**config.mk**
```make
export PLATFORM = sky130hd
export DESIGN_NAME = keypad_bcd_entry
export DESIGN_NICKNAME = d
export VERILOG_FILES = /design/src/rtl/keypad_pkg.sv /design/src/rtl/keypad_scanner.sv /design/src/rtl/keypad_bcd_entry.sv
export SDC_FILE = /design/constraint.sdc
export NUM_CORES = 1
export LEC_CHECK = 0
export BUFFER_PORTS_ARGS = -buffer_cell sky130_fd_sc_hd__buf_2
export CAP_MARGIN = 30
export CORE_ASPECT_RATIO = 1.25
export CORE_UTILIZATION = 51
export CTS_CLUSTER_DIAMETER = 40
export DETAILED_ROUTE_END_ITERATION = 7
export GPL_TIMING_DRIVEN = 0
export PLACE_DENSITY = 0.7
export REMOVE_ABC_BUFFERS = 1
export SYNTH_ARGS = -nofsm -noshare
export SYNTH_HDL_FRONTEND = slang
export SYNTH_SLANG_ARGS = --single-unit
```
**constraint.sdc**
```tcl
create_clock -name CLK -period 13.7 [get_ports CLK]
set_input_delay 2.055 -clock CLK [delete_from_list [all_inputs] [get_ports CLK]]
set_output_delay 2.055 -clock CLK [all_outputs]
set_load 0.05 [all_outputs]
```
**src/rtl/keypad_pkg.sv**
```systemverilog
// Shared definitions for the keypad scanner and the BCD entry front end.
// Logical key codes, frame classifier codes, sign nibbles and FSM states.
// Position-to-key mapping follows the physical DE10-Lite 4x4 keypad legend.
package keypad_pkg;

    // Logical key codes (digit keys carry their own value)
    localparam logic [3:0] KEY_0    = 4'd0;
    localparam logic [3:0] KEY_1    = 4'd1;
    localparam logic [3:0] KEY_2    = 4'd2;
    localparam logic [3:0] KEY_3    = 4'd3;
    localparam logic [3:0] KEY_4    = 4'd4;
    localparam logic [3:0] KEY_5    = 4'd5;
    localparam logic [3:0] KEY_6    = 4'd6;
    localparam logic [3:0] KEY_7    = 4'd7;
    localparam logic [3:0] KEY_8    = 4'd8;
    localparam logic [3:0] KEY_9    = 4'd9;
    localparam logic [3:0] KEY_A    = 4'd10;
    localparam logic [3:0] KEY_B    = 4'd11;
    localparam logic [3:0] KEY_C    = 4'd12;
    localparam logic [3:0] KEY_D    = 4'd13;
    localparam logic [3:0] KEY_STAR = 4'd14;
    localparam logic [3:0] KEY_HASH = 4'd15;

    // Frame codes: bit 4 clear means a single key whose code is in [3:0]
    localparam logic [4:0] FRAME_NONE  = 5'h10;
    localparam logic [4:0] FRAME_MULTI = 5'h11;

    localparam logic [3:0] SIGN_POS = 4'h0;
    localparam logic [3:0] SIGN_NEG = 4'h1;

    typedef enum logic {
        ST_IDLE    = 1'b0,
        ST_PRESSED = 1'b1
    } key_state_e;

    // Physical position (row*4 + col) to logical key code
    function automatic logic [3:0] pos_to_key(input logic [3:0] pos);
        case (pos)
            4'd0:    return KEY_1;
            4'd1:    return KEY_2;
            4'd2:    return KEY_3;
            4'd3:    return KEY_A;
            4'd4:    return KEY_4;
            4'd5:    return KEY_5;
            4'd6:    return KEY_6;
            4'd7:    return KEY_B;
            4'd8:    return KEY_7;
            4'd9:    return KEY_8;
            4'd10:   return KEY_9;
            4'd11:   return KEY_C;
            4'd12:   return KEY_STAR;
            4'd13:   return KEY_0;
            4'd14:   return KEY_HASH;
            default: return KEY_D;
        endcase
    endfunction

endpackage

```
**src/rtl/keypad_scanner.sv**
```systemverilog
// Column scan, row sync, frame classify, debounce and press/release FSM.
// press_o is combinational: high for the cycle after a single key becomes stable.
// No backpressure; one press per full release, MULTI frames never press.
module keypad_scanner
    import keypad_pkg::*;
#(
    parameter int SCAN_DIV = 50000,
    parameter int DEBOUNCE = 20
) (
    input  logic       clk,
    input  logic       rst_n,
    input  logic [3:0] rows_i,
    output logic [3:0] cols_o,
    output logic [3:0] key_code_o,
    output logic       press_o
);

    localparam int DW  = (SCAN_DIV > 1) ? $clog2(SCAN_DIV) : 1;
    localparam int DBW = $clog2(DEBOUNCE + 1);

    logic [DW-1:0]  div_q;
    logic [1:0]     col_q;
    logic [3:0]     rows_s1_q, rows_s2_q;
    logic [15:0]    acc_q, frame_all;
    logic [4:0]     frame_code, cand_q, stable_q;
    logic [DBW-1:0] cnt_q, cnt_next;
    logic           slot_end, frame_end;
    key_state_e     state_q, state_d;

    assign slot_end   = (div_q == DW'(SCAN_DIV - 1));
    assign frame_end  = slot_end && (col_q == 2'd3);
    assign cols_o     = ~(4'b0001 << col_q);
    assign key_code_o = stable_q[3:0];

    // Two-flop synchronizer for the asynchronous row inputs
    always_ff @(posedge clk or negedge rst_n) begin
        if (!rst_n) begin
            rows_s1_q <= 4'hF;
            rows_s2_q <= 4'hF;
        end else begin
            rows_s1_q <= rows_i;
            rows_s2_q <= rows_s1_q;
        end
    end

    // Column slot timer and column index
    always_ff @(posedge clk or negedge rst_n) begin
        if (!rst_n) begin
            div_q <= '0;
            col_q <= 2'd0;
        end else if (slot_end) begin
            div_q <= '0;
            col_q <= col_q + 2'd1;
        end else begin
            div_q <= div_q + DW'(1);
        end
    end

    // Merge the current column's closed rows into the frame picture
    always_comb begin
        frame_all = acc_q;
        for (int r = 0; r < 4; r++) begin
            if (!rows_s2_q[r]) frame_all[r*4 + int'(col_q)] = 1'b1;
        end
    end

    // Frame accumulator, emptied after the last column is sampled
    always_ff @(posedge clk or negedge rst_n) begin
        if (!rst_n)         acc_q <= '0;
        else if (frame_end) acc_q <= '0;
        else if (slot_end)  acc_q <= frame_all;
    end

    // Classify the completed frame as NONE, MULTI or one key
    always_comb begin
        logic [4:0] hits;
        logic [3:0] pos;
        hits = '0;
        pos  = '0;
        for (int i = 0; i < 16; i++) begin
            if (frame_all[i]) begin
                hits = hits + 5'd1;
                pos  = 4'(i);
            end
        end
        if (hits == 5'd0)      frame_code = FRAME_NONE;
        else if (hits == 5'd1) frame_code = {1'b0, pos_to_key(pos)};
        else                   frame_code = FRAME_MULTI;
    end

    // Consecutive-frame counter, saturating at DEBOUNCE
    always_comb begin
        if (frame_code != cand_q)               cnt_next = DBW'(1);
        else if (cnt_q >= DBW'(DEBOUNCE))       cnt_next = cnt_q;
        else                                    cnt_next = cnt_q + DBW'(1);
    end

    // Debounce: accept a frame code only after DEBOUNCE identical frames
    always_ff @(posedge clk or negedge rst_n) begin
        if (!rst_n) begin
            cand_q   <= FRAME_NONE;
            cnt_q    <= '0;
            stable_q <= FRAME_NONE;
        end else if (frame_end) begin
            cand_q <= frame_code;
            cnt_q  <= cnt_next;
            if (cnt_next >= DBW'(DEBOUNCE)) stable_q <= frame_code;
        end
    end

    // Key FSM state register
    always_ff @(posedge clk or negedge rst_n) begin
        if (!rst_n) state_q <= ST_IDLE;
        else        state_q <= state_d;
    end

    // Key FSM: press on first stable single key, re-arm only on NONE
    always_comb begin
        state_d = state_q;
        press_o = 1'b0;
        case (state_q)
            ST_IDLE: begin
                if (!stable_q[4]) begin
                    press_o = 1'b1;
                    state_d = ST_PRESSED;
                end
            end
            default: begin
                if (stable_q == FRAME_NONE) state_d = ST_IDLE;
            end
        endcase
    end

endmodule

```
**src/rtl/keypad_bcd_entry.sv**
```systemverilog
// Keypad front end building a signed three-digit BCD entry word.
// BCD, KEY_STROBE and VALID update on the edge after the scanner's press.
// No backpressure: every accepted press is applied immediately.
module keypad_bcd_entry
    import keypad_pkg::*;
#(
    parameter int SCAN_DIV = 50000,
    parameter int DEBOUNCE = 20
) (
    input  logic        CLK,
    input  logic        CLR,
    input  logic [3:0]  ROWS,
    output logic [3:0]  COLS,
    output logic [15:0] BCD,
    output logic        VALID,
    output logic        KEY_STROBE
);

    logic [3:0] key_code;
    logic       press;

    logic [3:0] sign_q, hund_q, tens_q, unit_q;
    logic [3:0] sign_d, hund_d, tens_d, unit_d;
    logic [1:0] n_q, n_d;
    logic       done_q, done_d;
    logic       valid_q, valid_d;
    logic       strobe_q;

    keypad_scanner #(
        .SCAN_DIV (SCAN_DIV),
        .DEBOUNCE (DEBOUNCE)
    ) u_scanner (
        .clk        (CLK),
        .rst_n      (CLR),
        .rows_i     (ROWS),
        .cols_o     (COLS),
        .key_code_o (key_code),
        .press_o    (press)
    );

    assign BCD        = {sign_q, hund_q, tens_q, unit_q};
    assign VALID      = valid_q;
    assign KEY_STROBE = strobe_q;

    // Action decoder: edit the entry according to the pressed key
    always_comb begin
        sign_d  = sign_q;
        hund_d  = hund_q;
        tens_d  = tens_q;
        unit_d  = unit_q;
        n_d     = n_q;
        done_d  = done_q;
        valid_d = 1'b0;
        if (press) begin
            if (key_code <= KEY_9) begin
                // A digit after enter starts a fresh entry
                if (done_q) begin
                    sign_d = SIGN_POS;
                    hund_d = 4'h0;
                    tens_d = 4'h0;
                    unit_d = 4'h0;
                    n_d    = 2'd0;
                    done_d = 1'b0;
                end
                if (n_d != 2'd3) begin
                    hund_d = tens_d;
                    tens_d = unit_d;
                    unit_d = key_code;
                    n_d    = n_d + 2'd1;
                end
            end else begin
                case (key_code)
                    KEY_A: begin
                        sign_d = (sign_q == SIGN_POS) ? SIGN_NEG : SIGN_POS;
                        done_d = 1'b0;
                    end
                    KEY_C: begin
                        sign_d = SIGN_POS;
                        hund_d = 4'h0;
                        tens_d = 4'h0;
                        unit_d = 4'h0;
                        n_d    = 2'd0;
                        done_d = 1'b0;
                    end
                    KEY_STAR: begin
                        if (n_q != 2'd0) begin
                            unit_d = tens_q;
                            tens_d = hund_q;
                            hund_d = 4'h0;
                            n_d    = n_q - 2'd1;
                        end
                    end
                    KEY_HASH: begin
                        valid_d = 1'b1;
                        done_d  = 1'b1;
                    end
                    default: ;
                endcase
            end
        end
    end

    // Entry register, digit count, enter flag and output strobes
    always_ff @(posedge CLK or negedge CLR) begin
        if (!CLR) begin
            sign_q   <= SIGN_POS;
            hund_q   <= 4'h0;
            tens_q   <= 4'h0;
            unit_q   <= 4'h0;
            n_q      <= 2'd0;
            done_q   <= 1'b0;
            valid_q  <= 1'b0;
            strobe_q <= 1'b0;
        end else begin
            sign_q   <= sign_d;
            hund_q   <= hund_d;
            tens_q   <= tens_d;
            unit_q   <= unit_d;
            n_q      <= n_d;
            done_q   <= done_d;
            valid_q  <= valid_d;
            strobe_q <= press;
        end
    end

endmodule

```
Word-level counts from Yosys, hierarchy flattened. Memories as Yosys holds them, arrays and structs flattened. Index checks and enable logic that the tools add are counted.

Shift-type cells: 1. Reduce and logical (&&, ||, !) cells: 18. Muxes and demuxes: 84. Eq/ne operators: 13. Add/subtract/negate cells: 23. Order comparisons: 11. Bitwise logic cells: 5.

Operator list (number): 16-bit two-way mux (7); 32-bit by 1-bit >= comparator with 1-bit output (second input constant) (3); 32-bit by 6-bit less-than comparator with 1-bit output (second input constant) (3); 5-bit two-way mux (19); 4-bit two-way mux (21); 5-bit by 1-bit adder with 5-bit output (second input constant) (15); 16-bit OR (3); 4-bit one-hot mux with 2 select lines (4); 16-bit by 1-bit adder with 16-bit output (second input constant) (1); 16-bit == test (second input constant) (1); 4-bit == test (second input constant) (4); 2-bit two-way mux (8); 16-bit by 4-bit OR with 16-bit output (1); 1-bit two-way mux (15); 1-bit demux with 4-bit select (3); 3-bit two-way mux (4); 4-bit by 2-bit adder with 5-bit output (first input constant) (2); 5-bit >= comparator (second input constant) (2); 3-bit nonzero test (3); 3-bit AND reduction (2); 5-bit by 1-bit == test with 1-bit output (second input constant) (1); 5-bit == test (second input constant) (1); 1-bit logical AND (5); 5-bit logical NOT (1); other kinds (22) (26).

Bits in registers: 79. Memory bits (read-only): 64. Memories kept: 1.

Memories: (name not given) (depth 16, bits a word 4, rd ports 1, clocked after Yosys merged registers in 0, write ports 0, RTL line keypad_pkg.sv:38) `case (pos)`.

Depth between registers and ports, before layout.
Depth after elaboration: 50. Gate-level depth with buffers: 57. Mapped depth without buffers: 56.

Cells and area by module. Synthesis repeated with hierarchy kept, for this count alone.

Cell total of the unflattened synthesis: 611. Area, all modules: 5688.0 um^2.

By module, submodules not included: keypad_scanner (times used 1, sequential area each 1463.9 um^2, area each 4668.2 um^2, cells an instance 519); keypad_bcd_entry (times used 1, sequential area each 450.4 um^2, area each 1019.7 um^2, cells an instance 92).

Least setup slack after synthesis. OpenSTA, ideal clock, no wires.

Kind: register to register. Start point: register u_scanner.col_q[1]. End point: register u_scanner.stable_q[1]. Path slack: 3.188 ns. Data arrival time: 10.387 ns. Buffers on the path: 1. Cell stages (with the launch flop): 58. Cell sequence: dfrtp_1 > inv_1 > ha_1 > buf_2 > o21bai_1 > nand2_1 > and4_1 > xnor2_1 > ha_1 > mux2_2 > ha_1 > a21boi_1 > o21a_1 > ha_1 > mux2i_1 > nand2_1 > ha_1 > o21ba_2 > [... 22 more ...] > nand2_1 > ha_1 > nor2_1 > a21oi_1 > a21o_1 > ha_1 > nand2_1 > nand2_1 > ha_1 > or3_1 > a21oi_1 > a31oi_1 > nor3_1 > mux2i_1 > a2111oi_2 > a311oi_2 > a2111oi_4 > mux2_2.

Cells in the longest elaborated chain, start to end: 50. Elaborated cells on any way between the ends: 88. Classes of those cells: add/sub (18); order compare (9); eq/ne (3); mux (46); bitwise (4); reduce/logical (7); memory (1).

Ends and longest elaborated chain: start, declared (RTL line keypad_scanner.sv:22) `logic [1:0] col_q;`; start signal, assigned (RTL line keypad_scanner.sv:53) `col_q <= col_q + 2'd1;`; parallel branches: the longest is 50 deep, another holds 32-bit by 1-bit >= comparator with 1-bit output; end signal, assigned (RTL line keypad_scanner.sv:107) `if (cnt_next >= DBW'(DEBOUNCE)) stable_q <= frame_code;`; end, declared (RTL line keypad_scanner.sv:25) `logic [4:0] frame_code, cand_q, stable_q;`.

Parallel ways; which one is timed is not known. A chain may end at the register's enable or synchronous reset.

Worst setup path after layout.
Start point: register u_scanner.col_q[0]. End point: register u_scanner.stable_q[2].

Same word-level chain as after synthesis.

==> results.cfg <==
[run_status]
status = completed

[cells_and_area]
antenna_cells = 0
layout.nets = 678
fillers = 938
syn_to_final_growth_pct = 10.2
layout-drive-gt1-share = 0.135
regArea_um2 = 1910
multiInputGateArea_um2 = 3420

[pwr]
leakage_nw = 2.81
p_seq_frac = 0.415
p_sw_frac = 0.244
vdd_drop_max_mv = 0.0665
power_density_nw_per_um2 = 90.1
power.internal_w = 0.000415
combPwrFrac = 0.104
total_power_w = 0.000548
p_clk_frac = 0.480
power_switching_w = 0.000134

[global_routing]
grt_pass1_vias = 4547
grtUsageTotal = 0.230
grt_pass1_wl_um = 20500
antenna_found_initial = 0
grt_start_max_net_pins = 51
grt.overflow.total = 0

[routing]
drtPass1Iterations = 5
totalWireLength_um = 12100
drc = 0
drt_iter0_markers = 230
wl_per_cell_um = 15.5
route.antenna.remaining_nets = 0
via_count = 4604
via_per_inst = 5.88

[synthesis]
synthCells = 628
synth_edf_count = 0
yosys_warnings = 0
synth_area_um2 = 5520
synth_cell_types = 77
ys_top_cells_by_area = dfrtp_1 (30%), ha_1 (5.9%), nand2_1 (5.7%)
yosys.area.top_type = dfrtp_1
avgSynthCellArea_um2 = 8.79
yosysMostFrequentCell = nand2_1
ys.flop_type = dfrtp_1
synth_common_cells = nand2_1 (84), dfrtp_1 (66), nor2_1 (60)
ys_seq_elements = 76
yosysSeqAreaShare = 0.347
ys_async_sr_fraction = 1.00
netlist.area_leader.share = 0.299

[clock_network]
cts_htree_levels = 3
clockRootBuffer = clkbuf_16
clk_pin_slew_worst_paths_ns = 0.06
clock_path_buffers = 2
cts_buffers = 9
postCtsSetupBuffers = 0
worstSkewPairLatency_ns = 0.34
post_cts_resized = 0
cts_sinks = 76
cts_tree = built
ctsHoldBuffers = 0

[die]
start_util = 0.523
core_area_um2 = 10600
rows = 42
dieArea_um2 = 11300
die_w_um = 95.1
ioPinCount = 28
die_y_um = 118

[sta]
fin_skew_ns = 0.00812
max_freq_mhz = 81.9
setup_viol = 0
setup_tns_ns = 0
slew_headroom = 0.358
finalMaxSlewViolations = 0
period_needed_ns = 12.21
worst_pin_slew_ns = 0.959
grt_setup_unrepaired = false
finalHoldViolations = 0
fin_crit_sh = 0.892

[critical_path]
cp.arrival_ns = 12.43
startpoint_type = register
critPathCaptureType = register
crit_start = u_scanner.col_q[0]$_DFFE_PN0N_
critPathSlowestCell = ha_1
r2r_start = u_scanner.col_q[0]$_DFFE_PN0N_
crit_cells = 56
ff2ff_path_depth = 56
worstPathMaxFanout = 15
r2r_end = u_scanner.stable_q[2]$_DFFE_PN0P_
crit_top_cell = ha_1
endpoint = u_scanner.stable_q[2]$_DFFE_PN0P_
critPathBufInv = 2
required_ns = 13.92
worstSetupPathType = register to register
r2r_slack_ns = 1.49
cpPeakStageDelay_ns = 0.54
cpLargestDelayFamily = adder cells

[placed_design]
place.gp.congestion = 0.861
numPortBuffers = 24
dp_hpwl_um = 9040

[hold_path]
hp-class = register to register
hp-start = u_scanner.rows_s1_q[3]$_DFF_PN1_

[flow_run]
cap_violations = 0
[logic make-up after synthesis]
logic type | share of synthesized area
flip-flops | 0.347
XOR/XNOR | 0.114
adder cells (fa/ha/maj) | 0.0607
multiplexers | 0.0387
buffers and inverters | 0.0358
AO/OA/AOI/OAI | 0.199
other | 0.000679
AND/OR/NAND/NOR | 0.205
[stage by stage]
step	cell area, um2	utilization	setup slack [ns]	hold slack [ns]	instances
CTS	6090	0.576	1.51	0.356	783
global placement	5720	0.541	1.91	0.346	765
finish	6090	0.576	1.49	0.354	783
floorplan	5430	-	3.04	0.345	609
detailed placement	5750	0.545	1.55	0.349	767
global route	6090	0.576	0.511	0.364	783
[state kept, by name (all words and copies together) (netlist names)]
register             count
tens_q                   4
KEY_STROBE               1
u_scanner.cnt_q          5
u_scanner.rows_s1_q      4
u_scanner.state_q        1
u_scanner.col_q          2
n_q                      2
u_scanner.acc_q         16
VALID                    1
sign_q                   1
hund_q                   4
done_q                   1
u_scanner.div_q         16
unit_q                   4
u_scanner.rows_s2_q      4
u_scanner.cand_q         5
u_scanner.stable_q       5
[power groups by stage]
stage / registers [W] / clock network, W / logic (W)
3_3_place_gp: 0.000232 / 0 / 0.0000535
5_1_grt: 0.000228 / 0.000281 / 0.0000648
2_1_floorplan: 0.000231 / 0 / 0.0000417
3_5_place_dp: 0.000232 / 0 / 0.0000573
6_report: 0.000228 / 0.000263 / 0.0000573
4_1_cts: 0.000228 / 0.000269 / 0.0000577
[final cells by class]
type	count	share of cell area
multi-input combinational	506	0.561
sequential	76	0.314
clock buffer	10	0.0393
tap	132	0.0271
timing repair buffer	26	0.0255
inverter	27	0.0166
clock inverter	6	0.0156
[placed cells by master (no fill, tap or decap), types with 3 or more instances in the layout]
| master | count |
|---|---|
| nor2b_1 | 13 |
| and2_1 | 6 |
| mux2i_1 | 9 |
| nand2b_1 | 9 |
| a211oi_1 | 5 |
| a22o_1 | 4 |
| a22oi_1 | 9 |
| xnor3_1 | 5 |
| xnor2_2 | 3 |
| dfstp_2 | 10 |
| o22ai_1 | 3 |
| xnor2_1 | 28 |
| xor2_1 | 15 |
| a31oi_1 | 7 |
| nand2_1 | 84 |
| buf_2 | 24 |
| nor2_1 | 60 |
| nand3_1 | 19 |
| dfrtp_1 | 66 |
| inv_1 | 26 |
| or2_2 | 6 |
| nor4b_1 | 3 |
| conb_1 | 3 |
| a21oi_1 | 39 |
| or3_1 | 3 |
| mux2_2 | 10 |
| o221ai_1 | 3 |
| o21a_1 | 8 |
| and3_1 | 8 |
| o21ai_1 | 4 |
| ha_1 | 26 |
| nor3b_1 | 3 |
| nor3_1 | 12 |
| a21o_1 | 11 |
| o31ai_1 | 5 |
| nor4_1 | 4 |
| clkbuf_16 | 9 |
| o21ai_0 | 34 |
| o211ai_1 | 3 |
[per-layer routing]
metal | track usage | share of wire
met1 | 0.273 | 0.43
met2 | 0.407 | 0.52
met3 | 0.0438 | 0.034
met4 | 0.0748 | 0.019
met5 | 0 | 0
[worst min-delay path by stage]
stage	end	slack (ns)	cells after the start
floorplan	u_scanner.rows_s2_q[0]$_DFF_PN1_	0.35	0
global placement	u_scanner.rows_s2_q[3]$_DFF_PN1_	0.35	0
detailed placement	u_scanner.rows_s2_q[0]$_DFF_PN1_	0.35	0
CTS	u_scanner.rows_s2_q[3]$_DFF_PN1_	0.36	0
global route	u_scanner.rows_s2_q[1]$_DFF_PN1_	0.36	0
finish	u_scanner.rows_s2_q[3]$_DFF_PN1_	0.35	0
Note: power is estimated with default switching activity, not from simulation.
